--- config.mk ---
export PLATFORM = sky130hd
export DESIGN_NAME = rv_multicycle_ctrl
export DESIGN_NICKNAME = d
export VERILOG_FILES = /design/src/rtl/rv_ctrl_pkg.sv /design/src/rtl/rv_alu_ctrl_dec.sv /design/src/rtl/rv_multicycle_ctrl.sv
export SDC_FILE = /design/constraint.sdc
export NUM_CORES = 1
export LEC_CHECK = 0
export BUFFER_PORTS_ARGS = -buffer_cell sky130_fd_sc_hd__buf_2
export CAP_MARGIN = 15
export CORE_MARGIN = 3
export CORE_UTILIZATION = 53
export DETAILED_ROUTE_END_ITERATION = 7
export GPL_ROUTABILITY_DRIVEN = 0
export HOLD_SLACK_MARGIN = 0.08
export PLACE_DENSITY = 0.8
export SYNTH_ARGS = -nofsm -noshare
export SYNTH_HDL_FRONTEND = slang
export SYNTH_SLANG_ARGS = --single-unit
export TNS_END_PERCENT = 100
--- constraint.sdc ---
create_clock -name clk_i -period 2.9 [get_ports clk_i]
set_clock_uncertainty 0.1 [all_clocks]
set_input_delay 0.58 -clock clk_i [delete_from_list [all_inputs] [get_ports clk_i]]
set_output_delay 0.58 -clock clk_i [all_outputs]
set_load 0.005 [all_outputs]
--- src/rtl/rv_ctrl_pkg.sv ---
// Shared encodings for the multicycle RV32I control path.
package rv_ctrl_pkg;

    // Supported opcodes
    localparam logic [6:0] OpR      = 7'b0110011;
    localparam logic [6:0] OpImm    = 7'b0010011;
    localparam logic [6:0] OpLoad   = 7'b0000011;
    localparam logic [6:0] OpStore  = 7'b0100011;
    localparam logic [6:0] OpBranch = 7'b1100011;
    localparam logic [6:0] OpLui    = 7'b0110111;

    typedef enum logic [2:0] {
        StFetch,
        StDecode,
        StExec,
        StMemRd,
        StMemWr,
        StWb,
        StTrap
    } state_e;

    // alu_ctrl codes are {funct7_5, funct3}
    localparam logic [3:0] AluAdd = 4'b0000;
    localparam logic [3:0] AluSub = 4'b1000;

    localparam logic [2:0] ImmI = 3'd0;
    localparam logic [2:0] ImmS = 3'd1;
    localparam logic [2:0] ImmB = 3'd2;
    localparam logic [2:0] ImmU = 3'd3;

    localparam logic [1:0] WbAlu = 2'd0;
    localparam logic [1:0] WbMem = 2'd1;
    localparam logic [1:0] WbImm = 2'd2;

    localparam logic PcPlus4  = 1'b0;
    localparam logic PcBranch = 1'b1;

    localparam logic [1:0] SrcBRs2  = 2'd0;
    localparam logic [1:0] SrcBImm  = 2'd1;
    localparam logic [1:0] SrcBFour = 2'd2;

    localparam logic [1:0] CauseNone       = 2'd0;
    localparam logic [1:0] CauseIllegal    = 2'd1;
    localparam logic [1:0] CauseMemTimeout = 2'd2;

    function automatic logic op_supported(logic [6:0] op);
        return (op == OpR) || (op == OpImm) || (op == OpLoad) || (op == OpStore) ||
               (op == OpBranch) || (op == OpLui);
    endfunction

    // funct3 010/011 have no branch meaning
    function automatic logic branch_f3_legal(logic [2:0] f3);
        return f3[2:1] != 2'b01;
    endfunction

    function automatic logic branch_taken(logic [2:0] f3, logic eq, logic lt, logic ltu);
        logic taken;
        case (f3)
            3'b000:  taken = eq;
            3'b001:  taken = !eq;
            3'b100:  taken = lt;
            3'b101:  taken = !lt;
            3'b110:  taken = ltu;
            3'b111:  taken = !ltu;
            default: taken = 1'b0;
        endcase
        return taken;
    endfunction

endpackage

--- src/rtl/rv_alu_ctrl_dec.sv ---
// Combinational ALU operation decode from opcode/funct3/funct7_5.
module rv_alu_ctrl_dec
    import rv_ctrl_pkg::*;
(
    input  logic [6:0] op_i,
    input  logic [2:0] funct3_i,
    input  logic       funct7_5_i,
    output logic [3:0] alu_ctrl_o
);

    // Only SRAI among immediates uses instruction[30]; branches compare via subtract
    always_comb begin
        alu_ctrl_o = AluAdd;
        case (op_i)
            OpR:      alu_ctrl_o = {funct7_5_i, funct3_i};
            OpImm:    alu_ctrl_o = {funct7_5_i & (funct3_i == 3'b101), funct3_i};
            OpBranch: alu_ctrl_o = AluSub;
            default:  alu_ctrl_o = AluAdd;
        endcase
    end

endmodule

--- src/rtl/rv_multicycle_ctrl.sv ---
// Multicycle RV32I control FSM: sequences shared memory port, decoder and ALU.
module rv_multicycle_ctrl
    import rv_ctrl_pkg::*;
#(
    parameter int unsigned MEM_TIMEOUT = 16,
    parameter int unsigned CNT_W       = 32
) (
    input  logic             clk_i,
    input  logic             reset_i,
    input  logic [6:0]       op_i,
    input  logic [2:0]       funct3_i,
    input  logic             funct7_5_i,
    input  logic             mem_ready_i,
    input  logic             alu_eq_i,
    input  logic             alu_lt_i,
    input  logic             alu_ltu_i,
    output logic             mem_req_o,
    output logic             mem_we_o,
    output logic             addr_sel_o,
    output logic             ir_write_o,
    output logic             pc_write_o,
    output logic             pc_src_o,
    output logic             alu_src_a_o,
    output logic [1:0]       alu_src_b_o,
    output logic [2:0]       imm_sel_o,
    output logic [3:0]       alu_ctrl_o,
    output logic             reg_write_o,
    output logic [1:0]       wb_sel_o,
    output logic             mdr_write_o,
    output logic             trap_o,
    output logic [1:0]       trap_cause_o,
    output logic [CNT_W-1:0] instret_o
);

    localparam int unsigned WaitW = $clog2(MEM_TIMEOUT + 1);

    state_e             state_q, state_d;
    logic [WaitW-1:0]   wait_cnt_q, wait_cnt_d;
    logic [CNT_W-1:0]   instret_q, instret_d;
    logic [1:0]         trap_cause_q, trap_cause_d;
    logic [3:0]         alu_ctrl_dec;
    logic               retire;
    logic               mem_timeout;

    rv_alu_ctrl_dec u_alu_ctrl_dec (
        .op_i       (op_i),
        .funct3_i   (funct3_i),
        .funct7_5_i (funct7_5_i),
        .alu_ctrl_o (alu_ctrl_dec)
    );

    // Last permitted wait cycle: no ready now means give up
    assign mem_timeout = (wait_cnt_q == WaitW'(MEM_TIMEOUT - 1));

    // State, wait counter, retire counter and trap cause registers
    always_ff @(posedge clk_i) begin
        if (reset_i) begin
            state_q      <= StFetch;
            wait_cnt_q   <= '0;
            instret_q    <= '0;
            trap_cause_q <= CauseNone;
        end else begin
            state_q      <= state_d;
            wait_cnt_q   <= wait_cnt_d;
            instret_q    <= instret_d;
            trap_cause_q <= trap_cause_d;
        end
    end

    // Next-state and output decode; everything forced to 0 while reset is high
    always_comb begin
        state_d      = state_q;
        wait_cnt_d   = wait_cnt_q;
        instret_d    = instret_q;
        trap_cause_d = trap_cause_q;
        retire       = 1'b0;
        mem_req_o    = 1'b0;
        mem_we_o     = 1'b0;
        addr_sel_o   = 1'b0;
        ir_write_o   = 1'b0;
        pc_write_o   = 1'b0;
        pc_src_o     = PcPlus4;
        alu_src_a_o  = 1'b0;
        alu_src_b_o  = SrcBRs2;
        imm_sel_o    = ImmI;
        alu_ctrl_o   = AluAdd;
        reg_write_o  = 1'b0;
        wb_sel_o     = WbAlu;
        mdr_write_o  = 1'b0;
        trap_o       = 1'b0;
        trap_cause_o = CauseNone;
        instret_o    = '0;

        if (!reset_i) begin
            unique case (state_q)
                StFetch: begin
                    mem_req_o = 1'b1;
                    if (mem_ready_i) begin
                        ir_write_o = 1'b1;
                        pc_write_o = 1'b1;
                        state_d    = StDecode;
                    end else if (mem_timeout) begin
                        state_d      = StTrap;
                        trap_cause_d = CauseMemTimeout;
                    end
                end
                StDecode: begin
                    if (op_supported(op_i)) begin
                        state_d = StExec;
                    end else begin
                        state_d      = StTrap;
                        trap_cause_d = CauseIllegal;
                    end
                end
                StExec: begin
                    alu_ctrl_o = alu_ctrl_dec;
                    case (op_i)
                        OpR: state_d = StWb;
                        OpImm: begin
                            alu_src_b_o = SrcBImm;
                            state_d     = StWb;
                        end
                        OpLoad: begin
                            alu_src_b_o = SrcBImm;
                            state_d     = StMemRd;
                        end
                        OpStore: begin
                            alu_src_b_o = SrcBImm;
                            imm_sel_o   = ImmS;
                            state_d     = StMemWr;
                        end
                        OpLui: begin
                            imm_sel_o = ImmU;
                            state_d   = StWb;
                        end
                        OpBranch: begin
                            imm_sel_o = ImmB;
                            if (!branch_f3_legal(funct3_i)) begin
                                state_d      = StTrap;
                                trap_cause_d = CauseIllegal;
                            end else begin
                                if (branch_taken(funct3_i, alu_eq_i, alu_lt_i, alu_ltu_i)) begin
                                    pc_write_o = 1'b1;
                                    pc_src_o   = PcBranch;
                                end
                                retire  = 1'b1;
                                state_d = StFetch;
                            end
                        end
                        default: begin
                            state_d      = StTrap;
                            trap_cause_d = CauseIllegal;
                        end
                    endcase
                end
                StMemRd: begin
                    mem_req_o  = 1'b1;
                    addr_sel_o = 1'b1;
                    if (mem_ready_i) begin
                        mdr_write_o = 1'b1;
                        state_d     = StWb;
                    end else if (mem_timeout) begin
                        state_d      = StTrap;
                        trap_cause_d = CauseMemTimeout;
                    end
                end
                StMemWr: begin
                    mem_req_o  = 1'b1;
                    mem_we_o   = 1'b1;
                    addr_sel_o = 1'b1;
                    if (mem_ready_i) begin
                        retire  = 1'b1;
                        state_d = StFetch;
                    end else if (mem_timeout) begin
                        state_d      = StTrap;
                        trap_cause_d = CauseMemTimeout;
                    end
                end
                StWb: begin
                    reg_write_o = 1'b1;
                    if (op_i == OpLoad) begin
                        wb_sel_o = WbMem;
                    end else if (op_i == OpLui) begin
                        wb_sel_o = WbImm;
                    end
                    retire  = 1'b1;
                    state_d = StFetch;
                end
                StTrap: trap_o = 1'b1;
                default: state_d = StFetch;
            endcase

            // Any state change restarts the wait count, so each mem state starts from zero
            if (state_d != state_q) begin
                wait_cnt_d = '0;
            end else if (mem_req_o && !mem_ready_i) begin
                wait_cnt_d = wait_cnt_q + WaitW'(1);
            end

            if (retire) begin
                instret_d = instret_q + CNT_W'(1);
            end

            trap_cause_o = trap_cause_q;
            instret_o    = instret_q;
        end
    end

endmodule

==> results.txt <==
----------------------------------------------------
[Timing]
  Setup violations, final ... 0
  Worst hold margin ... 0.408 ns
  Hold Violations, Final ... 0
  Unrepaired setup endpoints after global routing ... false
  Slew at the pin with the worst max-slew slack ... 0.669 ns
  Max-slew headroom ... between 50% and 60%
  Clock period minus final worst setup slack ... between 2 and 3 ns
  Final Slew Violations ... 0
  Maximum clock frequency ... 385 MHz
  Fin crit share ... between 80% and 90%
  Setup tns final ... 0 ns

[Route]
  Total via count after detailed routing ... ~2.6k
  Post-Route WL ... roughly 6000 microns
  Number of DRC violations after detailed-routing iteration 0 ... about 120
  Number of nets still failing antenna checks after routing ... 0
  Vias per std cell ... 5.36
  Number of remaining DRC errors ... 0
  Post-DR wirelength/cell ... 12.6 microns
  Router iterations before antenna repair ... 4

[CTS]
  Maximum level of the CTS H-tree ... 2
  Clk_lat worst skew ... around 0.29 ns
  Hold Buf Count CTS ... 0
  Clock buffers created by TritonCTS ... 5
  Clock transition at the registers of the reported paths ... ~0.08 ns
  Number of buffers inserted to repair setup after CTS ... 0
  Library cell used as clock root buffer ... sky130_fd_sc_hd__clkbuf_8
  Sink count of the clock tree ... 42
  CTS tree ... built
  Maximum buffer depth of the clock tree ... 2
  Cells resized by post-CTS repair ... 0

[Yosys]
  Post-synthesis share of cell area spent on and, or, nand and nor gates ... 40.6%
  Yosys warnings ... 0
  Number of enable-type register cells in the synthesized netlist ... 0
  Synthesized cell area ... 0.00274 sq mm
  Post-synthesis compound-gate area fraction ... 9.40%
  Synth Area per Inst ... around 7.8 sq um
  Multiplexer area fraction after synthesis ... 1.92%
  Seq/Total Area, Yosys ... roughly 31%
  Instance count of the mapped netlist ... between 300 and 400
  Main flop type after synthesis ... sky130_fd_sc_hd__dfxtp_1
  Adder-Cell Fraction of Synth Area ... ~1.4%
  Synthesized flop and latch total ... between 40 and 50
  Proportion of synthesized flip-flops having asynchronous set or reset ... 0%
  Synth cell types ... between 50 and 60
  Dominant combinational cell family by area after synthesis ... simple AND/OR/NAND/NOR gates
  Fraction of synthesized cell area in xor and xnor cells ... 11.8%

[Outcome]
  Result of the run ... complete, no violations

[Cells and area]
  Diode count ... 0
  Area added between synthesis and finish ... 16.4%
  Final core occ ... about two thirds
  Commonest cells after routing, fill and taps aside ... 68 x sky130_fd_sc_hd__buf_2, 55 x sky130_fd_sc_hd__nor2_1, 42 x sky130_fd_sc_hd__dfxtp_1, 40 x sky130_fd_sc_hd__nor2b_1, 28 x sky130_fd_sc_hd__xor2_1
  Post-layout net count ... between 400 and 500
  Layout cell share with drive strength beyond 1 ... around 23%
  Most common library cell in the layout ignoring fill and taps ... sky130_fd_sc_hd__buf_2

[Place]
  Post-DP HPWL ... ~4400 microns
  Count of buffers inserted at the top-level ports ... 68

[Worst setup path]
  Kind of critical path ... reg -> out
  FF-to-FF path depth ... 7
  Crit path capture type ... primary output
  Startpoint of the most critical register-to-register path ... wait_cnt_q[0]
  Cells along the critical path ... nor2b_1 > nand3_1 > nor3_1 > or2_2 > buf_2
  Timing endpoint of the critical path ... pc_write_o
  Critical path peak fanout ... 14
  Crit start category ... flop
  Data arrival time at the worst-slack endpoint ... 1.92 ns
  End of the worst register-to-register path ... trap_cause_q[0]
  Worst path slowest cell ... sky130_fd_sc_hd__dfxtp_1
  Delay of the slowest critical-path stage ... ~0.58 ns
  Worst reg2reg setup slack ... approximately 0.5 ns
  Data required time of the worst path ... 2.22 ns
  Start point of the critical path ... state_q[1]

[Pwr]
  Cell area power density ... just under 400 mW/mm^2
  IR drop worst, VDD ... ~230 uV
  Switching power ... between 300 and 400 uW
  Share of total power consumed by net switching ... 30.3%
  Sequential power share ... between 50% and 60%
  Leakage power ... roughly 1.4 nW
  Clock share of power ... around 30%
  Int Power ... ~880 uW
  Logic gate share of total power ... roughly a fifth

[Die]
  Io pins ... between 70 and 80
  Floorplan die area ... a little over 0.006 sq mm
  Initial cell density of the core ... 56.5%
  Area inside the core boundary ... about 0.0048 sq mm
  Die Height ... 77.9 microns
  Die width ... approximately 80 microns
  Number of standard-cell rows in the floorplan ... 25

[Global routing]
  First-pass GRT wire length ... about 10,000 microns
  Largest net degree at the start of global routing ... 74
  Number of antenna violations at the first check in global routing ... 0
  Global-route usage over all layers ... about 20%
  Vias in the first global route ... 2,316
  Residual overflow from global routing ... 0

[Min path]
  Worst hold-check path type ... reg -> reg

[Run]
  Max-cap violation count ... 0

----------------------------------------------------
[metal layers]
metal,up-vias,track usage [%],share of wire (%)
met5,-,0,0
met4,0,6.64,0.80
met3,4,3.60,5.4
met2,71,34.8,48
met1,1170,25.0,46
li1,1315,-,-
[metrics by stage]
step / cells / setup WS, ns / cell area (sq um) / total power, mW
floorplan: 353 / 0.730 / 2750 / 0.839
finish: 478 / 0.305 / 3190 / 1.26
detailed placement: 470 / 0.416 / 3110 / 0.901
CTS: 478 / 0.317 / 3190 / 1.28
global route: 478 / 0.158 / 3190 / 1.33
global placement: 470 / 0.506 / 3110 / 0.893
[logic make-up (layout without fill, tap and decap cells)]
group / after synthesis / in the layout
AOI/OAI and AO/OA: 36 / 36
xor gates and xnor gates: 37 / 37
adders and majority gates: 3 / 3
buffers and inverters: 25 / 83
DFF: 42 / 42
muxes: 5 / 5
other: 1 / 3
and+or+nand+nor: 202 / 202
[how the worst min path moves through the flow]
stage                  start  slack (ns)  depth (start not counted)       endpoint
2_1_floorplan   instret_q[1]        0.37                          2   instret_q[1]
3_3_place_gp   wait_cnt_q[4]        0.38                          2  wait_cnt_q[4]
3_5_place_dp    instret_q[1]        0.40                          2   instret_q[1]
4_1_cts        wait_cnt_q[4]        0.41                          2  wait_cnt_q[4]
5_1_grt        wait_cnt_q[4]        0.44                          2  wait_cnt_q[4]
6_report        instret_q[1]        0.41                          2   instret_q[1]
[flip-flops by register name, summed over array words and instances, names as in the netlist]
register and flops:
wait_cnt_q 5, instret_q 32, trap_cause_q 2, state_q 3
[power groups by stage]
stage	logic [mW]	clock network (mW)	registers, mW
floorplan	0.216	0	0.623
global placement	0.247	0	0.646
detailed placement	0.253	0	0.649
CTS	0.254	0.386	0.635
global route	0.286	0.404	0.640
finish	0.253	0.375	0.636
[Yosys cell counts, types with 4 or more instances]
master | number | area, sq um
sky130_fd_sc_hd__nor2_1 | 55 | 206
sky130_fd_sc_hd__buf_2 | 6 | 30.0
sky130_fd_sc_hd__xnor2_1 | 9 | 78.8
sky130_fd_sc_hd__nand2b_1 | 5 | 31.3
sky130_fd_sc_hd__clkbuf_1 | 13 | 48.8
sky130_fd_sc_hd__dfxtp_1 | 42 | 841
sky130_fd_sc_hd__nor3b_1 | 4 | 30.0
sky130_fd_sc_hd__a21oi_1 | 10 | 50.1
sky130_fd_sc_hd__nand4_1 | 8 | 50.1
sky130_fd_sc_hd__and4_1 | 5 | 43.8
sky130_fd_sc_hd__nand3_1 | 16 | 80.1
sky130_fd_sc_hd__nor3_1 | 8 | 40.0
sky130_fd_sc_hd__nor2b_1 | 40 | 250
sky130_fd_sc_hd__nand2_1 | 26 | 97.6
sky130_fd_sc_hd__and3_1 | 14 | 87.6
sky130_fd_sc_hd__xor2_1 | 28 | 245
[critical path, delay by kind of cell (launching register included)]
kind                   cells  cell delay [ns]
flip-flops                 1             0.58
buffers and inverters      1             0.10
AND/OR/NAND/NOR            4             0.95
[final cells by class]
class / count / area [sq um]
clock inverter: 2 / 13.8
tap: 67 / 83.8
inverter: 2 / 7.51
multi-input combinational: 286 / 1800
sequential: 42 / 841
fill: 435 / 1660
clock buffer: 6 / 72.6
timing repair buffer: 73 / 378
No activity file was read; power rests on OpenSTA's default activity.
